--- src/rtl/cpu16_alu_pkg.sv ---
// Shared definitions for the bit-serial ALU: op and state encodings plus the
// op-to-slice control decode.
package cpu16_alu_pkg;

    typedef enum logic [1:0] {
        ALU_ADD   = 2'b00,
        ALU_SUB   = 2'b01,
        ALU_PASSB = 2'b10,
        ALU_NEGB  = 2'b11
    } alu_op_e;

    typedef enum logic [1:0] {
        S_IDLE = 2'd0,
        S_RUN  = 2'd1,
        S_DONE = 2'd2
    } alu_state_e;

    typedef struct packed {
        logic aen;
        logic binv;
        logic cin0;
    } slice_ctrl_t;

    // Subtraction and negation are a + ~b + 1, so binv and cin0 travel together.
    function automatic slice_ctrl_t decode_op(input logic [1:0] op);
        slice_ctrl_t ctrl;
        case (op)
            ALU_ADD:   ctrl = '{aen: 1'b1, binv: 1'b0, cin0: 1'b0};
            ALU_SUB:   ctrl = '{aen: 1'b1, binv: 1'b1, cin0: 1'b1};
            ALU_PASSB: ctrl = '{aen: 1'b0, binv: 1'b0, cin0: 1'b0};
            ALU_NEGB:  ctrl = '{aen: 1'b0, binv: 1'b1, cin0: 1'b1};
            default:   ctrl = '{aen: 1'b0, binv: 1'b0, cin0: 1'b0};
        endcase
        return ctrl;
    endfunction

endpackage

--- src/rtl/alu1bit.sv ---
// One-bit ALU slice: full adder with operand-A enable and operand-B inversion.
module alu1bit (
    input  logic a,
    input  logic b,
    input  logic cin,
    input  logic aen,
    input  logic binv,
    input  logic reset,
    output logic sum,
    output logic cout
);

    logic a_eff_s;
    logic b_eff_s;

    // Full-adder evaluation; reset forces a quiet slice.
    always_comb begin
        a_eff_s = a & aen;
        b_eff_s = b ^ binv;
        if (reset) begin
            sum  = 1'b0;
            cout = 1'b0;
        end else begin
            sum  = a_eff_s ^ b_eff_s ^ cin;
            cout = (a_eff_s & b_eff_s) | (a_eff_s & cin) | (b_eff_s & cin);
        end
    end

endmodule

--- src/rtl/bit_serial_alu_ctrl.sv ---
// Bit-serial ALU sequencer: runs one alu1bit slice LSB-first over WIDTH clocks
// and returns the result with carry, overflow and zero flags.
module bit_serial_alu_ctrl
    import cpu16_alu_pkg::*;
#(
    parameter int WIDTH = 16,
    parameter int CNT_W = 5
) (
    input  logic             clk,
    input  logic             reset_n,
    input  logic             flush,
    input  logic             req_valid,
    output logic             req_ready,
    input  logic [1:0]       req_op,
    input  logic [WIDTH-1:0] req_a,
    input  logic [WIDTH-1:0] req_b,
    output logic             rsp_valid,
    input  logic             rsp_ready,
    output logic [WIDTH-1:0] rsp_y,
    output logic             rsp_c,
    output logic             rsp_v,
    output logic             rsp_z
);

    localparam logic [CNT_W-1:0] CNT_LAST = CNT_W'(WIDTH - 1);
    localparam logic [CNT_W-1:0] CNT_MAX  = {CNT_W{1'b1}};
    localparam logic [CNT_W-1:0] CNT_ONE  = {{(CNT_W-1){1'b0}}, 1'b1};
    localparam logic [WIDTH-1:0] Y_ZERO   = {WIDTH{1'b0}};

    alu_state_e       state_r;
    alu_state_e       state_s;
    logic [WIDTH-1:0] a_sh_r;
    logic [WIDTH-1:0] b_sh_r;
    logic [WIDTH-1:0] y_sh_r;
    logic [WIDTH-1:0] y_next_s;
    logic [CNT_W-1:0] cnt_r;
    logic             carry_r;
    logic             aen_r;
    logic             binv_r;
    logic             sum_s;
    logic             cout_s;
    logic             accept_s;
    logic             last_s;
    slice_ctrl_t      ctrl_s;

    alu1bit u_slice (
        .a     (a_sh_r[0]),
        .b     (b_sh_r[0]),
        .cin   (carry_r),
        .aen   (aen_r),
        .binv  (binv_r),
        .reset (1'b0),
        .sum   (sum_s),
        .cout  (cout_s)
    );

    assign ctrl_s   = decode_op(req_op);
    assign accept_s = (state_r == S_IDLE) && req_valid && !flush;
    assign last_s   = (state_r == S_RUN) && (cnt_r == CNT_LAST) && !flush;
    assign y_next_s = {sum_s, y_sh_r[WIDTH-1:1]};

    // State register.
    always_ff @(posedge clk or negedge reset_n) begin
        if (!reset_n) begin
            state_r <= S_IDLE;
        end else begin
            state_r <= state_s;
        end
    end

    // Next-state logic; flush overrides every transition.
    always_comb begin
        state_s = state_r;
        if (flush) begin
            state_s = S_IDLE;
        end else begin
            case (state_r)
                S_IDLE:  state_s = req_valid ? S_RUN : S_IDLE;
                S_RUN:   state_s = (cnt_r == CNT_LAST) ? S_DONE : S_RUN;
                S_DONE:  state_s = rsp_ready ? S_IDLE : S_DONE;
                default: state_s = S_IDLE;
            endcase
        end
    end

    // Handshake flags registered from the next state.
    always_ff @(posedge clk or negedge reset_n) begin
        if (!reset_n) begin
            req_ready <= 1'b1;
            rsp_valid <= 1'b0;
        end else begin
            req_ready <= (state_s == S_IDLE);
            rsp_valid <= (state_s == S_DONE);
        end
    end

    // Operand shift registers, carry feedback and bit counter.
    always_ff @(posedge clk or negedge reset_n) begin
        if (!reset_n) begin
            a_sh_r  <= Y_ZERO;
            b_sh_r  <= Y_ZERO;
            y_sh_r  <= Y_ZERO;
            cnt_r   <= {CNT_W{1'b0}};
            carry_r <= 1'b0;
            aen_r   <= 1'b0;
            binv_r  <= 1'b0;
        end else if (accept_s) begin
            a_sh_r  <= req_a;
            b_sh_r  <= req_b;
            cnt_r   <= {CNT_W{1'b0}};
            carry_r <= ctrl_s.cin0;
            aen_r   <= ctrl_s.aen;
            binv_r  <= ctrl_s.binv;
        end else if ((state_r == S_RUN) && !flush) begin
            y_sh_r  <= y_next_s;
            a_sh_r  <= {1'b0, a_sh_r[WIDTH-1:1]};
            b_sh_r  <= {1'b0, b_sh_r[WIDTH-1:1]};
            carry_r <= cout_s;
            if (cnt_r != CNT_MAX) begin
                cnt_r <= cnt_r + CNT_ONE;
            end else begin
                cnt_r <= cnt_r;
            end
        end else begin
            a_sh_r <= a_sh_r;
        end
    end

    // Response registers load on the final RUN edge so DONE sees stable flags;
    // the carry still held in carry_r at that edge is the carry into the MSB.
    always_ff @(posedge clk or negedge reset_n) begin
        if (!reset_n) begin
            rsp_y <= Y_ZERO;
            rsp_c <= 1'b0;
            rsp_v <= 1'b0;
            rsp_z <= 1'b0;
        end else if (last_s) begin
            rsp_y <= y_next_s;
            rsp_c <= cout_s;
            rsp_v <= carry_r ^ cout_s;
            rsp_z <= (y_next_s == Y_ZERO);
        end else begin
            rsp_y <= rsp_y;
        end
    end

endmodule
--- config.mk ---
export PLATFORM = sky130hd
export DESIGN_NAME = bit_serial_alu_ctrl
export DESIGN_NICKNAME = d
export VERILOG_FILES = /design/src/rtl/cpu16_alu_pkg.sv /design/src/rtl/alu1bit.sv /design/src/rtl/bit_serial_alu_ctrl.sv
export SDC_FILE = /design/constraint.sdc
export NUM_CORES = 1
export LEC_CHECK = 0
export ABC_AREA = 1
export BUFFER_PORTS_ARGS = -buffer_cell sky130_fd_sc_hd__buf_4
export CAP_MARGIN = 25
export CORE_MARGIN = 2
export CORE_UTILIZATION = 60
export DETAILED_ROUTE_END_ITERATION = 16
export PLACE_DENSITY = 0.85
export SLEW_MARGIN = 30
export SYNTH_ARGS = -nofsm -noshare
export SYNTH_HDL_FRONTEND = slang
export SYNTH_SLANG_ARGS = --single-unit
--- constraint.sdc ---
create_clock -name clk -period 2.5 [get_ports clk]
set_clock_uncertainty 0.1 [all_clocks]
set_input_delay 0.375 -clock clk [delete_from_list [all_inputs] [get_ports clk]]
set_output_delay 0.375 -clock clk [all_outputs]
set_load 0.02 [all_outputs]
==> results of run 1 <==
[repair_timing]
action | in CTS | in global routing
resized for setup | 0 | 0
hold endpoints to repair | 48 | 0
hold buffers | 1 | 0
[routing by layer]
metal  part of all wire [%]  GRT usage, %  up-vias  wire (um)
met5                      0             0        -          0
met4                    1.8          10.0        0        123
met3                    5.4          6.56       11        367
met2                     51          39.1       64       3490
met1                     42          30.7     1322       2860
li1                       -             -     1349          -
[layout by cell type, fill, tap and decap left out, types with 2 or more instances in the layout]
master,instances
o21ai_0,20
clkinv_2,2
ha_1,3
o21ai_2,16
inv_1,28
buf_4,65
clkbuf_1,2
dfrtp_1,77
buf_12,2
xor2_1,2
nand3_1,69
nor2_4,2
clkbuf_8,10
o211ai_1,3
nand2_1,124
nor2_1,13
[worst max-delay path by stage]
stage | slack, ps | startpoint | cells after the start | to
2_1_floorplan | 850 | cnt_r[0] | 10 | rsp_y[10]
3_3_place_gp | 740 | cnt_r[0] | 10 | rsp_v
3_5_place_dp | 660 | cnt_r[0] | 10 | rsp_y[12]
4_1_cts | 650 | cnt_r[0] | 10 | rsp_y[12]
5_1_grt | 480 | cnt_r[0] | 10 | rsp_z
6_report | 640 | cnt_r[0] | 10 | rsp_y[12]
[critical path: cells and delay by family, from the launching register on]
kind / cells / cell delay [ps]
buffers and inverters: 3 / 340
flip-flops: 1 / 410
AO/OA/AOI/OAI: 1 / 50
adder cells (fa/ha/maj): 2 / 390
AND/OR/NAND/NOR: 4 / 450
[stage by stage]
| stage | hold WS [ps] | setup slack [ps] |
|---|---|---|
| final | 132 | 645 |
| after global routing | 130 | 481 |
| after CTS | 125 | 651 |
| after detailed placement | 334 | 661 |
| after global placement | 337 | 741 |
| after floorplan | -20.6 | 851 |
[state kept, by name, indices dropped and copies added (netlist names), 2 cells and up]
signal	count
cnt_r	5
b_sh_r	16
y_sh_r	15
state_r	2
rsp_y	16
a_sh_r	16
[power by group]
| part | total, mW | switching (mW) | internal, mW |
|---|---|---|---|
| Combinational | 0.584 | 0.351 | 0.233 |
| Clock | 0.789 | 0.415 | 0.374 |
| Sequential | 1.64 | 0.155 | 1.48 |
[kinds of logic (layout without fill, tap and decap cells)]
logic type | count (synthesis) | after routing | synth area share, %
flops | 78 | 78 | 57.1
fa+ha+maj | 4 | 4 | 1.68
buf+inv | 48 | 111 | 6.18
simple gates | 212 | 212 | 26.7
compound gates | 39 | 39 | 7.57
xor+xnor | 3 | 3 | 0.768
[cell type report]
| cell class | instances | area (um^2) |
|---|---|---|
| repair buffers | 68 | 538 |
| fillers | 413 | 1400 |
| inverters | 29 | 109 |
| well taps | 72 | 90.1 |
| clock buffers | 12 | 145 |
| clock inverters | 2 | 10.0 |
| multi-input cells | 258 | 1260 |
| flip-flops and latches | 78 | 1950 |
==> results.cfg, run 1 <==
[worst_setup_path]
r2r-start = cnt_r[0]
cp_max_fo = 30
crit_type = register to register
r2r-end = rsp_y[12]
worstPathRequired_ps = 2640
cp_data_arrival_time_ps = 2000
rr_worst_depth = 10
crit_chain = ha_1, nand2_1, nor2_1, ha_1, inv_1, nor2_4, inv_2, buf_12, nand2_1, o21ai_2
r2r_slack_ps = 640
crit_path_top_delay_cell = dfrtp_1
worst_path_largest_cell_delay_ps = 410
start_kind = register
crit_path_end_kind = register

[grt]
grt_antenna_before_repair = 0
globalRouteOverflowTotal = 0
grt_max_degree = 50
first_global_vias = 2743
grtUsageTotal_pct = 24.1
grt_pass1_wl_um = 11800

[synthesis]
async_reset_ff_share_pct = 100
synth_area_per_cell_um2 = 8.91
synth-seq-cells = 78
synth_common_cells = nand2_1 (124), dfrtp_1 (77), nand3_1 (69)
synth_seq_area_share_pct = 57.1
synth_ff_type = dfrtp_1
synth-edff-count = 0
syn-num-nets = 427
yosysWarnings = 0
ys_types = 23
synth_top_area_share_pct = 56.3
synth_most_common_cell = nand2_1
synthesis.area_um2 = 3420
ys_top_cells_by_area = dfrtp_1 (56%), nand2_1 (14%), nand3_1 (10%), o21ai_2 (3.8%), inv_1 (3.1%)
synthCells = 384
yosys.area.top_type = dfrtp_1

[timing]
finalCritPeriodShare_pct = 74.2
hold_viol = 0
worst_pin_slew_ps = 632
rsz0062_at_grt = false
fin_crit_ps = 1860
fmax_mhz = 539
setup_viol = 0
fin_setup_tns_ps = 0
max_slew_margin_pct = 57.9
maxSlewViolCount = 0

[run_status]
outcome = completed

[finish]
antennaDiodeCount = 0
drive_gt1_share_pct = 22.6
area_growth_pct = 20.0
fin_util_pct = 74.6
stdcell_area_um2 = 4110
stdcell_count = 519
nets = 487

[clock_network]
cts.clk_slew.worst_paths_ps = 70
cts_max_path_buffers = 2
htreeDepth = 3
post_cts_buffers = 0
numCtsBuffers = 9
clk_latency_ps = 350
cts_sinks = 78
tritoncts = yes
root_buffer = clkbuf_8

[detailed_routing]
detail_route.wl_per_cell_um = 13.2
drt_wl_total_um = 6840
drt-pass1-iter-count = 4
vias = 2746
via_per_inst = 5.29
route.detailed.drc = 0
antenna_left = 0
drtIter0Drc = 158

[hold_path]
min_to = aen_r
min_path_type = input pin to register
whs_path_depth = 2
min_from = req_op[1]

[place]
place_area_um2 = 3940
hpwl_um = 4720
dp.cells = 504
gp_congestion = 0.858
io_buffers = 59

[power]
p_leak_nw = 2.11
total_power_mw = 3.01
power_density_nw_per_um2 = 733
ir_worst_vdd_uv = 464

[floorplanning]
die_h_um = 79.5
fp-row-count = 27
ios = 60
die_w_um = 79.5
die_area_um2 = 6320
start_util_pct = 62.1
coreArea_um2 = 5510

[run]
cap_violations = 0
(Power assumes the default switching activity.)
==> run 2, diff against run 1 <==
--- a/config.mk
+++ b/config.mk
@@ -9,9 +9,9 @@
 export BUFFER_PORTS_ARGS = -buffer_cell sky130_fd_sc_hd__buf_4
 export CAP_MARGIN = 25
 export CORE_MARGIN = 2
-export CORE_UTILIZATION = 60
+export CORE_UTILIZATION = 55
 export DETAILED_ROUTE_END_ITERATION = 16
-export PLACE_DENSITY = 0.85
+export PLACE_DENSITY = 0.79
 export SLEW_MARGIN = 30
 export SYNTH_ARGS = -nofsm -noshare
 export SYNTH_HDL_FRONTEND = slang
==> constraint.sdc (replaced) <==
create_clock -name clk -period 1.9 [get_ports clk]
set_clock_uncertainty 0.1 [all_clocks]
set_input_delay 0.285 -clock clk [delete_from_list [all_inputs] [get_ports clk]]
set_output_delay 0.285 -clock clk [all_outputs]
set_load 0.02 [all_outputs]
==> results.cfg, run 2 (synthesis gave the netlist of run 1 again) <==
[finish]
nets = 494
fin_util_pct = 71.3
area_growth_pct = 24.2
stdcell_area_um2 = 4250
mostFrequentLayoutCells = nand2_1 (124), dfrtp_1 (77), buf_4 (72), nand3_1 (69), inv_1 (28)
drive_gt1_share_pct = 25.0
top_regs = a_sh_r: 16 flops, b_sh_r: 16 flops, rsp_y: 16 flops
antennaDiodeCount = 0
layout_commonest_cell = nand2_1

[detailed_routing]
detail_route.wl_per_cell_um = 13.4
drt-pass1-iter-count = 4
antenna_left = 0
vias = 2788
drt_wl_total_um = 7120
drtIter0Drc = 114
via_per_inst = 5.25
route.detailed.drc = 0

[floorplanning]
ios = 60
die_w_um = 82.9
die_h_um = 82.9
coreArea_um2 = 5960
die_area_um2 = 6870
fp-row-count = 28
start_util_pct = 57.4

[grt]
first_global_vias = 2759
grtUsageTotal_pct = 22.4
globalRouteOverflowTotal = 0
grt_pass1_wl_um = 12400
grt_antenna_before_repair = 0
grt_max_degree = 41

[timing]
max_slew_margin_pct = 66.9
fin_setup_tns_ps = 0
finalCritPeriodShare_pct = 97.2
worst_pin_slew_ps = 497
maxSlewViolCount = 0
setup_viol = 0
fin_crit_ps = 1850
whs_ps = 46.1
hold_viol = 0
fmax_mhz = 542

[hold_path]
min_to = aen_r
min_path_type = input pin to register
whs_path_depth = 2
min_from = req_op[1]

[power]
ir_worst_vdd_uv = 514
power_density_nw_per_um2 = 1030
p_leak_nw = 2.18

[clock_network]
numCtsBuffers = 9
htreeDepth = 3
clk_latency_ps = 360
root_buffer = clkbuf_8
tritoncts = yes
cts_max_path_buffers = 2
cts_sinks = 78
cts.clk_slew.worst_paths_ps = 80

[worst_setup_path]
cp_data_arrival_time_ps = 2010
cpLargestDelayFamily = simple AND/OR/NAND/NOR gates
crit_type = register to register
r2r-end = rsp_y[1]
worst_path_largest_cell_delay_ps = 400
rr_worst_depth = 10
crit_path_top_delay_cell = dfrtp_1
crit_path_end_kind = register
crit_chain = ha_2, nand2_1, nor2_2, ha_2, inv_1, nor2_4, inv_2, buf_4, nand2_1, o21ai_2
crit_buf_inv = 3
start_kind = register
r2r_slack_ps = 50
r2r-start = cnt_r[1]
worstPathRequired_ps = 2060
cp_max_fo = 16

[place]
gp_congestion = 0.782
place_area_um2 = 3990
io_buffers = 59
hpwl_um = 4840

[run_status]
outcome = completed

[run]
cap_violations = 0
==> run 2: cell types whose count changed in the layout (fill, tap and decap cells not counted) <==
| cell | previous run | this run |
|---|---|---|
| buf_4 | 65 | 72 |
| bufinv_16 | 0 | 2 |
| clkbuf_8 | 10 | 12 |
| ha_1 | 3 | 1 |
| ha_2 | 0 | 2 |
| clkbuf_1 | 2 | 1 |
| clkinv_2 | 2 | 1 |
| nor2_1 | 13 | 12 |
| nor2_2 | 1 | 2 |
==> run 2: worst reg2reg max path, cell delays in order, from the launching register on <==
cell	delay (ps)
dfrtp_1	400
ha_2	230
nand2_1	70
nor2_2	120
ha_2	190
inv_1	60
nor2_4	150
inv_2	70
buf_4	200
nand2_1	100
o21ai_2	50
==> run 2: area by class of cell <==
type | instances | area [um^2]
Clock inverter | 3 | 65.1
Timing Repair Buffer | 75 | 591
Multi-Input combinational cell | 258 | 1270
Inverter | 29 | 109
Fill cell | 480 | 1710
Tap cell | 75 | 93.8
Clock buffer | 13 | 169
Sequential cell | 78 | 1950
==> run 2: metrics by stage <==
step	instances	setup WS (ps)	total power [mW]
after floorplan	384	251	2.67
after global placement	513	148	2.92
after detailed placement	513	66.4	2.97
after CTS	530	18.5	4.41
after global routing	531	-85.5	4.66
final	531	53.5	4.39
==> run 2: worst max-delay path by stage <==
stage                  start        end  slack [ps]  cells after the start
floorplan           cnt_r[0]  rsp_y[10]         250                     10
global placement    cnt_r[0]      rsp_v         150                     10
detailed placement  cnt_r[0]      rsp_v          70                     10
CTS                 cnt_r[0]   rsp_y[1]          20                     10
global route        cnt_r[1]   rsp_y[1]         -90                     10
finish              cnt_r[1]   rsp_y[1]          50                     10
==> run 2: per-layer routing <==
layer	wire length [um]	global-route usage (%)	up-vias
met1	3090	28.2	1324
met5	0	0	-
met3	367	6.16	20
met4	178	9.39	0
met2	3480	36.5	75
li1	-	-	1369
==> run 2: report_power, final <==
| group | switching [mW] | leakage (nW) | internal [mW] | total, mW |
|---|---|---|---|---|
| combinational | 0.483 | 1.03 | 0.328 | 0.812 |
| sequential | 0.204 | 1.03 | 1.95 | 2.15 |
| clock | 0.582 | 0.120 | 0.846 | 1.43 |
| total | 1.27 | 2.18 | 3.12 | 4.39 |
==> run 2: timing repair <==
action,4_1_cts,5_1_grt
resized for setup,0,3
endpoints found under the setup margin,0,14
endpoints found under the hold margin,36,0
buffers inserted,0,1
hold buffers,1,0
==> run 3, diff against run 2 <==
--- a/config.mk
+++ b/config.mk
@@ -8,6 +8,7 @@
 export ABC_AREA = 1
 export BUFFER_PORTS_ARGS = -buffer_cell sky130_fd_sc_hd__buf_4
 export CAP_MARGIN = 25
+export CORE_ASPECT_RATIO = 0.6
 export CORE_MARGIN = 2
 export CORE_UTILIZATION = 55
 export DETAILED_ROUTE_END_ITERATION = 16
==> results.cfg, run 3 (synthesis gave the netlist of run 1 again) <==
[finish]
fin_util_pct = 70.2
nets = 493
mostFrequentLayoutCells = nand2_1 (124), dfrtp_1 (77), buf_4 (72), nand3_1 (69), inv_1 (28)
stdcell_area_um2 = 4250
drive_gt1_share_pct = 24.2
layout_commonest_cell = nand2_1
stdcell_count = 539
area_growth_pct = 24.2
antennaDiodeCount = 0
fillers = 478
top_regs = a_sh_r: 16 flops, b_sh_r: 16 flops, rsp_y: 16 flops

[timing]
max_slew_margin_pct = 73.8
fin_setup_tns_ps = 0
finalCritPeriodShare_pct = 93.6
fmax_mhz = 563
rsz0062_at_grt = false
hold_viol = 0
fin_crit_ps = 1780
worst_pin_slew_ps = 392
setup_viol = 0
maxSlewViolCount = 0

[place]
io_buffers = 59
place_area_um2 = 3980
dp.cells = 521
hpwl_um = 4840
gp_congestion = 0.799

[clock_network]
clk_latency_ps = 350
numCtsBuffers = 9
cts_sinks = 78
htreeDepth = 3
tritoncts = yes
cts.clk_slew.worst_paths_ps = 70
cts_max_path_buffers = 2
root_buffer = clkbuf_8

[hold_path]
whs_path_depth = 2
min_to = aen_r
min_from = req_op[1]
min_path_type = input pin to register

[detailed_routing]
route.detailed.drc = 0
drt_wl_total_um = 6920
detail_route.wl_per_cell_um = 12.8
drt-pass1-iter-count = 5
drtIter0Drc = 132
vias = 2722
antenna_left = 0
via_per_inst = 5.05

[worst_setup_path]
cp_max_fo = 23
r2r_slack_ps = 120
cp_data_arrival_time_ps = 1950
r2r-start = cnt_r[0]
start_kind = register
rr_worst_depth = 10
crit_type = register to register
worstPathRequired_ps = 2070
crit_path_end_kind = register
r2r-end = rsp_y[6]

[floorplanning]
start_util_pct = 56.5
die_area_um2 = 6890
fp-row-count = 22
coreArea_um2 = 6060
die_h_um = 65.1
die_w_um = 106
ios = 60

[power]
p_comb_share_pct = 17.9
p_sw_share_pct = 27.7
switching_power_mw = 1.23
ir_worst_vdd_uv = 554
p_int_mw = 3.22
p_leak_nw = 2.17
power_density_nw_per_um2 = 1050
seqPwrFrac_pct = 48.3
clockPowerShare_pct = 33.8
total_power_mw = 4.45

[grt]
first_global_vias = 2506
grt_pass1_wl_um = 11900
grtUsageTotal_pct = 22.3
grt_antenna_before_repair = 0
globalRouteOverflowTotal = 0
grt_max_degree = 42

[run_status]
outcome = completed

[run]
cap_violations = 0
run 3: changes by cell type in the layout (fill, tap and decap cells not counted):
cell / delta
ha_2: -2
ha_1: +2
clkbuf_8: -1
clkinv_2: -1
clkbuf_1: +1
bufinv_16: +1
buf_12: -1
run 3: worst max-delay path by stage:
stage	from	depth (start not counted)	slack, ps	end
final	cnt_r[0]	10	120	rsp_y[6]
after global routing	cnt_r[0]	10	1	rsp_z
after CTS	cnt_r[0]	10	80	rsp_y[6]
after detailed placement	cnt_r[0]	10	110	rsp_y[9]
after global placement	cnt_r[0]	10	180	rsp_y[14]
after floorplan	cnt_r[0]	10	250	rsp_y[10]
run 3: final cells by class:
class	instances	area, um^2	area share (%)
clock buffer	13	159	3.74
clock inverter	3	90.1	2.12
inverter	29	109	2.56
multi-input combinational	258	1260	29.7
sequential	78	1950	46.0
tap	84	105	2.47
timing repair buffer	74	571	13.4
run 3: per-stage QoR:
stage | setup WS, ps | hold slack (ps)
2_1_floorplan | 251 | -111
3_3_place_gp | 179 | 65.0
3_5_place_dp | 106 | 69.8
4_1_cts | 84.2 | 27.8
5_1_grt | 1.50 | 19.2
6_report | 123 | 36.2
run 3: repair_timing:
action	in CTS	in global routing
hold endpoints to repair	53	0
endpoints found under the setup margin	0	12
hold buffers	1	0
setup buffers	0	1
gates resized for setup	0	1
run 3: metal layers:
layer,global-route usage [%],up-vias,share of wire [%]
li1,-,1367,-
met5,0,-,0
met1,32.3,1276,48
met4,3.95,0,0.94
met3,6.85,7,6.1
met2,34.1,72,45
run 3: critical path, stage by stage (launching register included):
cell     delay (ps)
dfrtp_1         410
ha_1            230
nand2_1          80
nor2_2           40
ha_1            180
inv_1            90
nor2_4           50
inv_2            50
buf_4           280
nand2_1         130
o21ai_2          70
run 3: power groups by stage:
stage                     combinational [mW]  sequential, mW  clock [mW]
after global placement                 0.753            2.16           0
after floorplan                        0.539            2.13           0
after global routing                   0.916            2.19        1.61
final                                  0.795            2.15        1.50
after CTS                              0.797            2.15        1.53
after detailed placement               0.782            2.18           0
